**src/rtl/rc5_words_to_bytes.sv**
```systemverilog
`default_nettype none
// +----------------------------------------------------------------------------+
// | Module      : rc5_words_to_bytes                                           |
// | Description : Serializes a block of C RC5 words of W bits into a           |
// |               little-endian byte stream over a valid/ready handshake.      |
// |               Byte i comes from bits [8*i+7:8*i] of the captured block.    |
// |               Optional feature macro RC5_W2B_CHECKSUM_EN appends one       |
// |               trailing byte holding the XOR of all data bytes.             |
// | Revision    : 1.0 - initial release                                        |
// +----------------------------------------------------------------------------+
module rc5_words_to_bytes #(
    parameter int W = 32,
    parameter int U = 4,
    parameter int C = 4
) (
    input  logic           clk,
    input  logic           rst,
    input  logic           in_valid,
    output logic           in_ready,
    input  logic [C*W-1:0] words_in,
    output logic           out_valid,
    input  logic           out_ready,
    output logic [7:0]     byte_out,
    output logic           last
);

    localparam int N  = C * U;
    localparam int IW = $clog2(N + 1);
    localparam int SW = (N > 1) ? $clog2(N) : 1;
`ifdef RC5_W2B_CHECKSUM_EN
    // Index N addresses the trailing checksum byte.
    localparam logic [IW-1:0] FINAL_IDX = IW'(N);
`else
    localparam logic [IW-1:0] FINAL_IDX = IW'(N - 1);
`endif

    // Word width must split exactly into U bytes.
    generate
        if ((W % 8 != 0) || (U != W / 8)) begin : g_bad_params
            $error("rc5_words_to_bytes: W must be a multiple of 8 and U must equal W/8");
        end
    endgenerate

    typedef enum logic [0:0] {
        IDLE = 1'b0,
        SEND = 1'b1
    } state_t;

    state_t         state;
    state_t         state_next;
    logic [C*W-1:0] block;
    logic [IW-1:0]  idx;
    logic [7:0]     data_byte;
    logic           in_hs;
    logic           out_hs;
    logic           at_final;
    logic [7:0]     block_bytes [N];

    // Byte view of the captured block: little-endian across and within words.
    genvar k;
    generate
        for (k = 0; k < N; k++) begin : g_bytes
            assign block_bytes[k] = block[8*k +: 8];
        end
    endgenerate

    assign data_byte = block_bytes[idx[SW-1:0]];
    assign at_final  = (idx == FINAL_IDX);
    assign in_hs     = (state == IDLE) && in_valid;
    assign out_hs    = (state == SEND) && out_ready;
    assign last      = (state == SEND) && at_final;

    // State register.
    always_ff @(posedge clk or negedge rst) begin
        if (!rst) begin
            state <= IDLE;
        end else begin
            state <= state_next;
        end
    end

    // Next-state and handshake outputs, decoded from the registered state.
    always_comb begin
        state_next = state;
        in_ready   = 1'b0;
        out_valid  = 1'b0;
        case (state)
            IDLE: begin
                in_ready = 1'b1;
                if (in_valid) begin
                    state_next = SEND;
                end
            end
            SEND: begin
                out_valid = 1'b1;
                if (out_ready && at_final) begin
                    state_next = IDLE;
                end
            end
            default: state_next = IDLE;
        endcase
    end

    // Block capture and byte index; the index stops at the final byte.
    always_ff @(posedge clk or negedge rst) begin
        if (!rst) begin
            block <= '0;
            idx   <= '0;
        end else if (in_hs) begin
            block <= words_in;
            idx   <= '0;
        end else if (out_hs && !at_final) begin
            idx   <= idx + 1'b1;
        end
    end

`ifdef RC5_W2B_CHECKSUM_EN
    logic [7:0] csum;

    // Running XOR of the data bytes as each one is accepted by the sink.
    always_ff @(posedge clk or negedge rst) begin
        if (!rst) begin
            csum <= 8'h00;
        end else if (in_hs) begin
            csum <= 8'h00;
        end else if (out_hs && !at_final) begin
            csum <= csum ^ data_byte;
        end
    end

    assign byte_out = at_final ? csum : data_byte;
`else
    assign byte_out = data_byte;
`endif

endmodule
`default_nettype wire
```
**config.mk**
```make
export PLATFORM = sky130hd
export DESIGN_NAME = rc5_words_to_bytes
export DESIGN_NICKNAME = d
export VERILOG_FILES = /design/src/rtl/rc5_words_to_bytes.sv
export SDC_FILE = /design/constraint.sdc
export NUM_CORES = 1
export LEC_CHECK = 0
export ABC_CLOCK_PERIOD_IN_PS = 3000
export BUFFER_PORTS_ARGS = -buffer_cell sky130_fd_sc_hd__buf_2
export CORE_ASPECT_RATIO = 0.6
export CORE_MARGIN = 3
export CORE_UTILIZATION = 45
export DETAILED_ROUTE_END_ITERATION = 10
export GPL_ROUTABILITY_DRIVEN = 0
export PLACE_DENSITY = 0.75
export SLEW_MARGIN = 15
export SYNTH_ARGS = -nofsm -noshare
export SYNTH_HDL_FRONTEND = slang
export SYNTH_SLANG_ARGS = --single-unit
```
**constraint.sdc**
```tcl
create_clock -name clk -period 3 [get_ports clk]
set_clock_uncertainty 0.05 [all_clocks]
set_input_delay 0.45 -clock clk [delete_from_list [all_inputs] [get_ports clk]]
set_output_delay 0.45 -clock clk [all_outputs]
set_load 0.005 [all_outputs]
```
Word level (Yosys, flattened, before mapping)
Index checks and enable logic that the tools add are counted.
Cells by class
  $add $sub $neg: 1
  multipliers: 0
  divide/modulo/power cells: 0
  order comparisons: 1
  equal/unequal tests: 1
  shifts and indexed selects: 0
  mux-type cells: 10
  bitwise logic cells: 2
  reduce and logical (&&, ||, !) cells: 7
Operators by type and width (count)
  $bmux W8 S4: 1
  $mux W8: 2
  $mux W5: 2
  $add A5 B1 Y5 const B: 1
  $eq A5 B4 Y1 const B: 1
  $ge A5 B5 Y1 const B: 1
  $logic_and A1 B1 Y1: 5
  $not A4 Y5: 1
  $mux W1: 4
  $pmux W1 S2: 1
  $reduce_bool A2 Y1: 1
  $logic_not A1 Y1: 1
  $not A1 Y1: 1
Storage, ports and cells
  register bits: 134
  bits in latches: 0
  RAM bits: 0
  memory bits (read-only): 0
  input bits: 132
  output and inout port bits: 11
  word-level logic and storage cells: 25
  memories kept: 0

Depth between registers and ports, before layout
Gate-level depths: netlist of the first run.
  depth in word-level cells: 5
  depth in mapped cells: 8

Worst setup path before layout of the first run
Ideal clock, no wire load.
  path type: register to output
  from: register idx[0]
  to: output byte_out[2]
  arrival: 1388 ps
  path slack: 1112 ps
  stages on the path, launching flop included: 6
  path buffers: 2
  path through: dfrtp_1 > buf_6 > buf_6 > mux4_2 > a32oi_1 > o21ai_1
On the way
  cells in the longest elaborated chain, start to end: 4
RTL lines
  start, declared: RTL line 52  | logic [IW-1:0] idx;
  start signal, assigned: RTL line 113  | idx <= idx + 1'b1;
  $not A4 Y5 (implied by the code): RTL line 67  | assign data_byte = block_bytes[idx[SW-1:0]];
  $bmux W8 S4: RTL line 67
  $mux W8 (implied by the code) (2 in a row): RTL line 67
  end, declared: RTL line 23  | output logic [7:0] byte_out,
Every way passes these cells. The select of a mux whose other input is x is not followed.

Worst setup path after layout of the first run
  from: register idx[0]
  to: output byte_out[3]
Same word-level chain as after synthesis.

==> results of run 1 <==
[through the flow]
step	hold WS, ns	setup slack (ns)	util [%]	std cells
global placement	0.407	0.687	53.6	942
global route	0.116	0.0705	58.3	973
detailed placement	0.411	0.663	53.6	942
CTS	0.0872	0.181	58.3	973
finish	0.0625	0.177	58.3	973
floorplan	0.104	1.11	-	660
[where the power goes]
group | internal (mW) | switching (mW)
logic | 1.33 | 1.43
registers | 2.70 | 0.694
clock network | 1.41 | 0.765
[final cells by class]
type,instances,area (sq um)
fillers,1135,5460
flip-flops and latches,134,3360
multi-input cells,482,2600
repair buffers,153,837
clock buffers,23,498
well taps,170,213
clock inverters,8,120
inverters,3,11.3
[per-layer routing]
metal	GRT usage, %	share of wire, %	wire (um)	vias up
met3	7.25	9.6	1610	17
li1	-	-	-	2392
met2	32.6	42	7010	218
met5	0	0	0	-
met1	34.4	48	7990	2391
met4	6.70	1.2	199	0
[cells in the mapped netlist, drive strengths merged]
library cell  number
a22oi              8
xnor2              2
dfrtp            134
nor2b              2
o21ai              9
ha                 2
inv                3
mux4              24
a32oi              8
nand3b             1
nand2            388
xor2               1
mux2i             24
clkbuf            20
nor2               5
buf               21
nand3              3
and2               2
and3b              1
and3               1
a21oi              1
[state kept, by name, indices dropped and copies added (netlist names)]
signal  count
block     128
idx         5
state       1
[critical path: stages (launching register included)]
cell,delay [ns]
dfrtp_2,0.53
buf_4,0.29
mux4_1,0.59
a32oi_1,0.22
o21ai_1,0.13
buf_2,0.15
[worst max-delay path by stage]
stage	to	slack [ns]	cells after the start
after floorplan	byte_out[2]	1.11	5
after global placement	byte_out[5]	0.69	5
after detailed placement	byte_out[6]	0.66	5
after CTS	byte_out[3]	0.18	5
after global routing	byte_out[3]	0.07	5
final	byte_out[3]	0.18	5
[timing repair]
action,4_1_cts,5_1_grt
resized for setup,0,1
endpoints found under the setup margin,0,2
setup buffers,0,0
[logic make-up (layout without fill, tap and decap cells)]
kind of cell	after synthesis	count (layout)	share of synthesized area (%)
AO/OA/AOI/OAI	26	26	2.93
multiplexers	48	48	13.2
AND/OR/NAND/NOR	403	403	25.0
XOR/XNOR	3	3	0.427
buffers and inverters	44	187	3.58
flip-flops	134	134	54.5
adder cells (fa/ha/maj)	2	2	0.407
==> impl_results.md, run 1 <==
- Initial Utilization: a little under half
- Drt pass-1 iters: 5
- Synth warn: 0
- Setup TNS: 0 ns
- Maximum fanout along the worst path: 11
- Fraction of final layout cells with drive strength greater than 1: 25.4%
- Total grt overflow: 0
- Sequential area share after synthesis: a little over half
- Vias: around 5k
- Avg WL per Cell: between 15 and 20 um
- Yosys top cell by area: dfrtp_1
- DR DRC count: 0
- R2R Path Start: idx[1]
- FMAX: between 300 and 400 MHz
- Ports: roughly 140
- Layout overhead on the synthesized area: 24.0%
- Slew Viols, Final: 0
- Worst-case reg-to-reg path depth: 8
- Die Y: roughly 97 um
- Worst min path class: input port to asynchronous set/reset pin
- IR drop worst, VDD: between 0.4 and 0.5 mV
- Final net count: between 900 and 1k
- ANT nets after route: 0
- Core area: around 13000 sq um
- Clock Sinks: around 130
- Largest net degree at the start of global routing: 90
- Final Setup Violations: 0
- FF-to-FF End: idx[3]
- Root buffer cell: clkbuf_16
- Commonest non-fill, non-tap cell in the layout: nand2_1
- Largest cells by area after synthesis: dfrtp_1 54%, nand2_1 24%, mux4_2 5.9%, mux2i_1 3.9%, mux4_1 3.4%
- CP Class: flop to primary output
- Outcome: completed
- Clock tree buffer depth: 2
- Worst slew pin tran: just over 0.8 ns
- Detailed placement HPWL: 11900 um
- Tmin final: ~2.8 ns
- Most frequent cells in the layout: 387 x nand2_1, 141 x buf_2, 132 x dfrtp_1
- Area share of the largest cell type after synthesis: 54.5%
- Average cell area after synthesis: a little over 9 sq um
- Cell Area, Synth: roughly 6000 sq um
- Total Routing Usage GR: 23.1%
- 1st-iter DRT viols: ~360
- Skew-Pair Late Insertion Delay: between 0.4 and 0.5 ns
- Hold Violations, Final: 0
- CP startpoint: idx[0]
- R2R Setup Slk: roughly 0.71 ns
- H-tree Lvls: 4
- Max Cap Violations: 0
- CP Data Required Time: 2.50 ns
- Final period util: between 90 and 100%
- Initial antenna violation count: 0
- Yosys cell types: 27
- Die area: approximately 15000 sq um
- Port bufs: about 140
- Cell row count: 32
- CTS clk-pin slew, worst paths: about 0.060 ns
- Via density: approximately 5.2
- Placed Area: between 7000 and 8000 sq um
- Syn Nets: approximately 790
- First-pass GRT wire length: about 26000 um
- Final wirelength: 16800 um
- Relative slew slack: approximately 45%
- Post-CTS Hold Fix Bufs: 0
- Vias in the first global route: between 4k and 5k
- Crit path arrival time: ~2.3 ns
- TritonCTS Buffers: 17
- Inserted Diodes: 0
- Startpoint Class: flop
- Pwr dens: between 1000 and 1500 nW/um^2
- Tot Pwr: between 8 and 9 mW
- Final Instance Area: between 7000 and 8000 sq um
- Setup crit end kind: primary output
- Synth Instances: between 600 and 700
- RSZ-0062 raised after global routing: no
- Synth Register Bits: about 130
- Leakage power: around 4.1 nW
- CTS tree: done
- Die width: between 150 and 200 um
Note: power is estimated with default switching activity, not from simulation.
==> inputs of run 2 (changes only) <==
--- a/config.mk
+++ b/config.mk
@@ -7,7 +7,6 @@
 export LEC_CHECK = 0
 export ABC_CLOCK_PERIOD_IN_PS = 3000
 export BUFFER_PORTS_ARGS = -buffer_cell sky130_fd_sc_hd__buf_2
-export CORE_ASPECT_RATIO = 0.6
 export CORE_MARGIN = 3
 export CORE_UTILIZATION = 45
 export DETAILED_ROUTE_END_ITERATION = 10
==> impl_results.md, run 2 (synthesis results as in run 1) <==
- CP startpoint: idx[0]
- Startpoint Class: flop
- CTS tree: done
- CP Class: flop to primary output
- Inserted Diodes: 0 (unchanged)
- Avg WL per Cell: 16.0 um (-7.4%)
- CP Data Required Time: 2.50 ns (about the same)
- R2R Setup Slk: 0.79 ns (+0.08 ns)
- CP cell instances: buf_6 > mux4_1 > mux2i_1 > o21ai_1 > buf_2
- Port bufs: 142 (unchanged)
- Commonest non-fill, non-tap cell in the layout: nand2_1
- Post_cts resized: 0 (unchanged)
- Fraction of final layout cells with drive strength greater than 1: 24.9% (-0.47 points)
- Die width: 123 um (-22%)
- Maximum fanout along the worst path: 18 (+7)
- Vias in the first global route: 4750 (-3.1%)
- CTS clk-pin slew, worst paths: 0.06 ns (about the same)
- Worst min path class: input port to asynchronous set/reset pin
- Detailed placement HPWL: 11300 um (-5.5%)
- Vias: 4917 (-2.0%)
- IR drop worst, VDD: 0.539 mV (+15%)
- Final Setup Violations: 0 (unchanged)
- Initial antenna violation count: 0 (unchanged)
- Total Routing Usage GR: 21.7% (-1.4 points)
- Final wirelength: 15700 um (-6.9%)
- Ports: 143 (unchanged)
- WP depth: 5 (unchanged)
- Core area: 13300 sq um (+1.5%)
- Fill cell count: 1107 (-2.5%)
- TritonCTS Buffers: 17 (unchanged)
- R2R Path Start: idx[0]
- CP top delay family: multiplexers
- Pwr dens: 1080 nW/um^2 (-1.2%)
- Initial Utilization: 46.3% (-0.72 points)
- Max Cap Violations: 0 (unchanged)
- Biggest regs: block: 128 flops, idx: 5 flops, state: 1 flops
- Worst-case reg-to-reg path depth: 8 (unchanged)
- Max FFs per register: 128 (unchanged)
- Die Y: 123 um (+27%)
- Layout overhead on the synthesized area: 24.3%
- Hold Violations, Final: 0 (unchanged)
- Biggest register: block
- Post-CTS Setup Bufs: 0 (unchanged)
- Die area: 15100 sq um (-0.31%)
- Most frequent cells in the layout: 387 x nand2_1, 141 x buf_2, 132 x dfrtp_1
- Clock Sinks: 134 (unchanged)
- Setup crit end kind: primary output
- FF-to-FF End: idx[3]
- Final net count: 923 (-0.22%)
- Slew Viols, Final: 0 (unchanged)
- DR DRC count: 0 (unchanged)
- Final period util: 93.3% (-0.83 points)
- Root buffer cell: clkbuf_16
- H-tree Lvls: 4 (unchanged)
- Skew-Pair Late Insertion Delay: 0.42 ns (about the same)
- Leakage power: 4.12 nW (about the same)
- Cell row count: 42 (+31%)
- Largest net degree at the start of global routing: 92 (+2.2%)
- 1st-iter DRT viols: 450 (+25%)
- Via density: 5.03 (-2.5%)
- Max stage delay cell, worst path: mux4_1
- FMAX: 357 MHz (+0.89%)
- Outcome: completed
- Post-CTS Hold Fix Bufs: 0 (unchanged)
- Total grt overflow: 0 (unchanged)
- Setup TNS: 0 ns (unchanged)
- Tmin final: 2.80 ns (-0.0249 ns)
- Clock tree buffer depth: 2 (unchanged)
- Worst slew pin tran: 0.828 ns (+0.00191 ns)
- Post-Route Utilization: 57.5% (-0.77 points)
- Worst Setup EP: byte_out[7]
- Relative slew slack: 44.8% (-0.13 points)
- First-pass GRT wire length: 24300 um (-6.8%)
- Max stage delay on crit path: 0.59 ns (about the same)
- RSZ-0062 raised after global routing: no
- ANT nets after route: 0 (unchanged)
- Crit path arrival time: 2.30 ns (-0.02 ns)
- WP buf/inv: 2 (unchanged)
- Drt pass-1 iters: 7 (+2)
run 2: cell count changes in the layout (fill, tap and decap cells not counted), sizes merged:
cell	before	now
buf	153	151
bufinv	3	4
clkinv	3	4
clkinvlp	2	1
run 2: worst min-delay path by stage:
stage | start | end
6_report | rst | block[97]
3_5_place_dp | block[75] | block[75]
4_1_cts | rst | block[90]
5_1_grt | rst | block[97]
3_3_place_gp | block[66] | block[66]
2_1_floorplan | rst | block[0]
run 2: layout make-up:
cell class	count	area, sq um	area share (%)
tap	176	220	2.88
multi-input combinational	482	2590	33.9
inverter	3	11.3	0.147
clock inverter	9	148	1.93
clock buffer	23	478	6.25
timing repair buffer	151	838	11.0
sequential	134	3360	43.9
run 2: metal layers:
metal,routed length [um],global-route usage [%]
met3,1140,4.94
met5,0,0
met4,298,8.12
met1,6760,30.7
met2,7450,33.1
run 2: per-stage QoR:
step / area, sq um / setup WS (ns) / hold WS [ns] / instances / power, mW
final: 7650 / 0.202 / 0.0555 / 978 / 8.25
after global placement: 7020 / 0.595 / 0.402 / 946 / 5.94
after global routing: 7650 / 0.0533 / 0.105 / 978 / 8.77
after detailed placement: 7020 / 0.544 / 0.406 / 946 / 6.03
after floorplan: 6150 / 1.11 / 0.104 / 660 / 5.10
after CTS: 7640 / 0.0697 / 0.0883 / 978 / 8.28
run 2: where the power goes:
| group | switching, mW | internal, mW | leakage (nW) |
|---|---|---|---|
| sequential | 0.730 | 2.70 | 1.67 |
| combinational | 1.30 | 1.31 | 2.14 |
| clock | 0.754 | 1.45 | 0.307 |
| total | 2.78 | 5.46 | 4.12 |
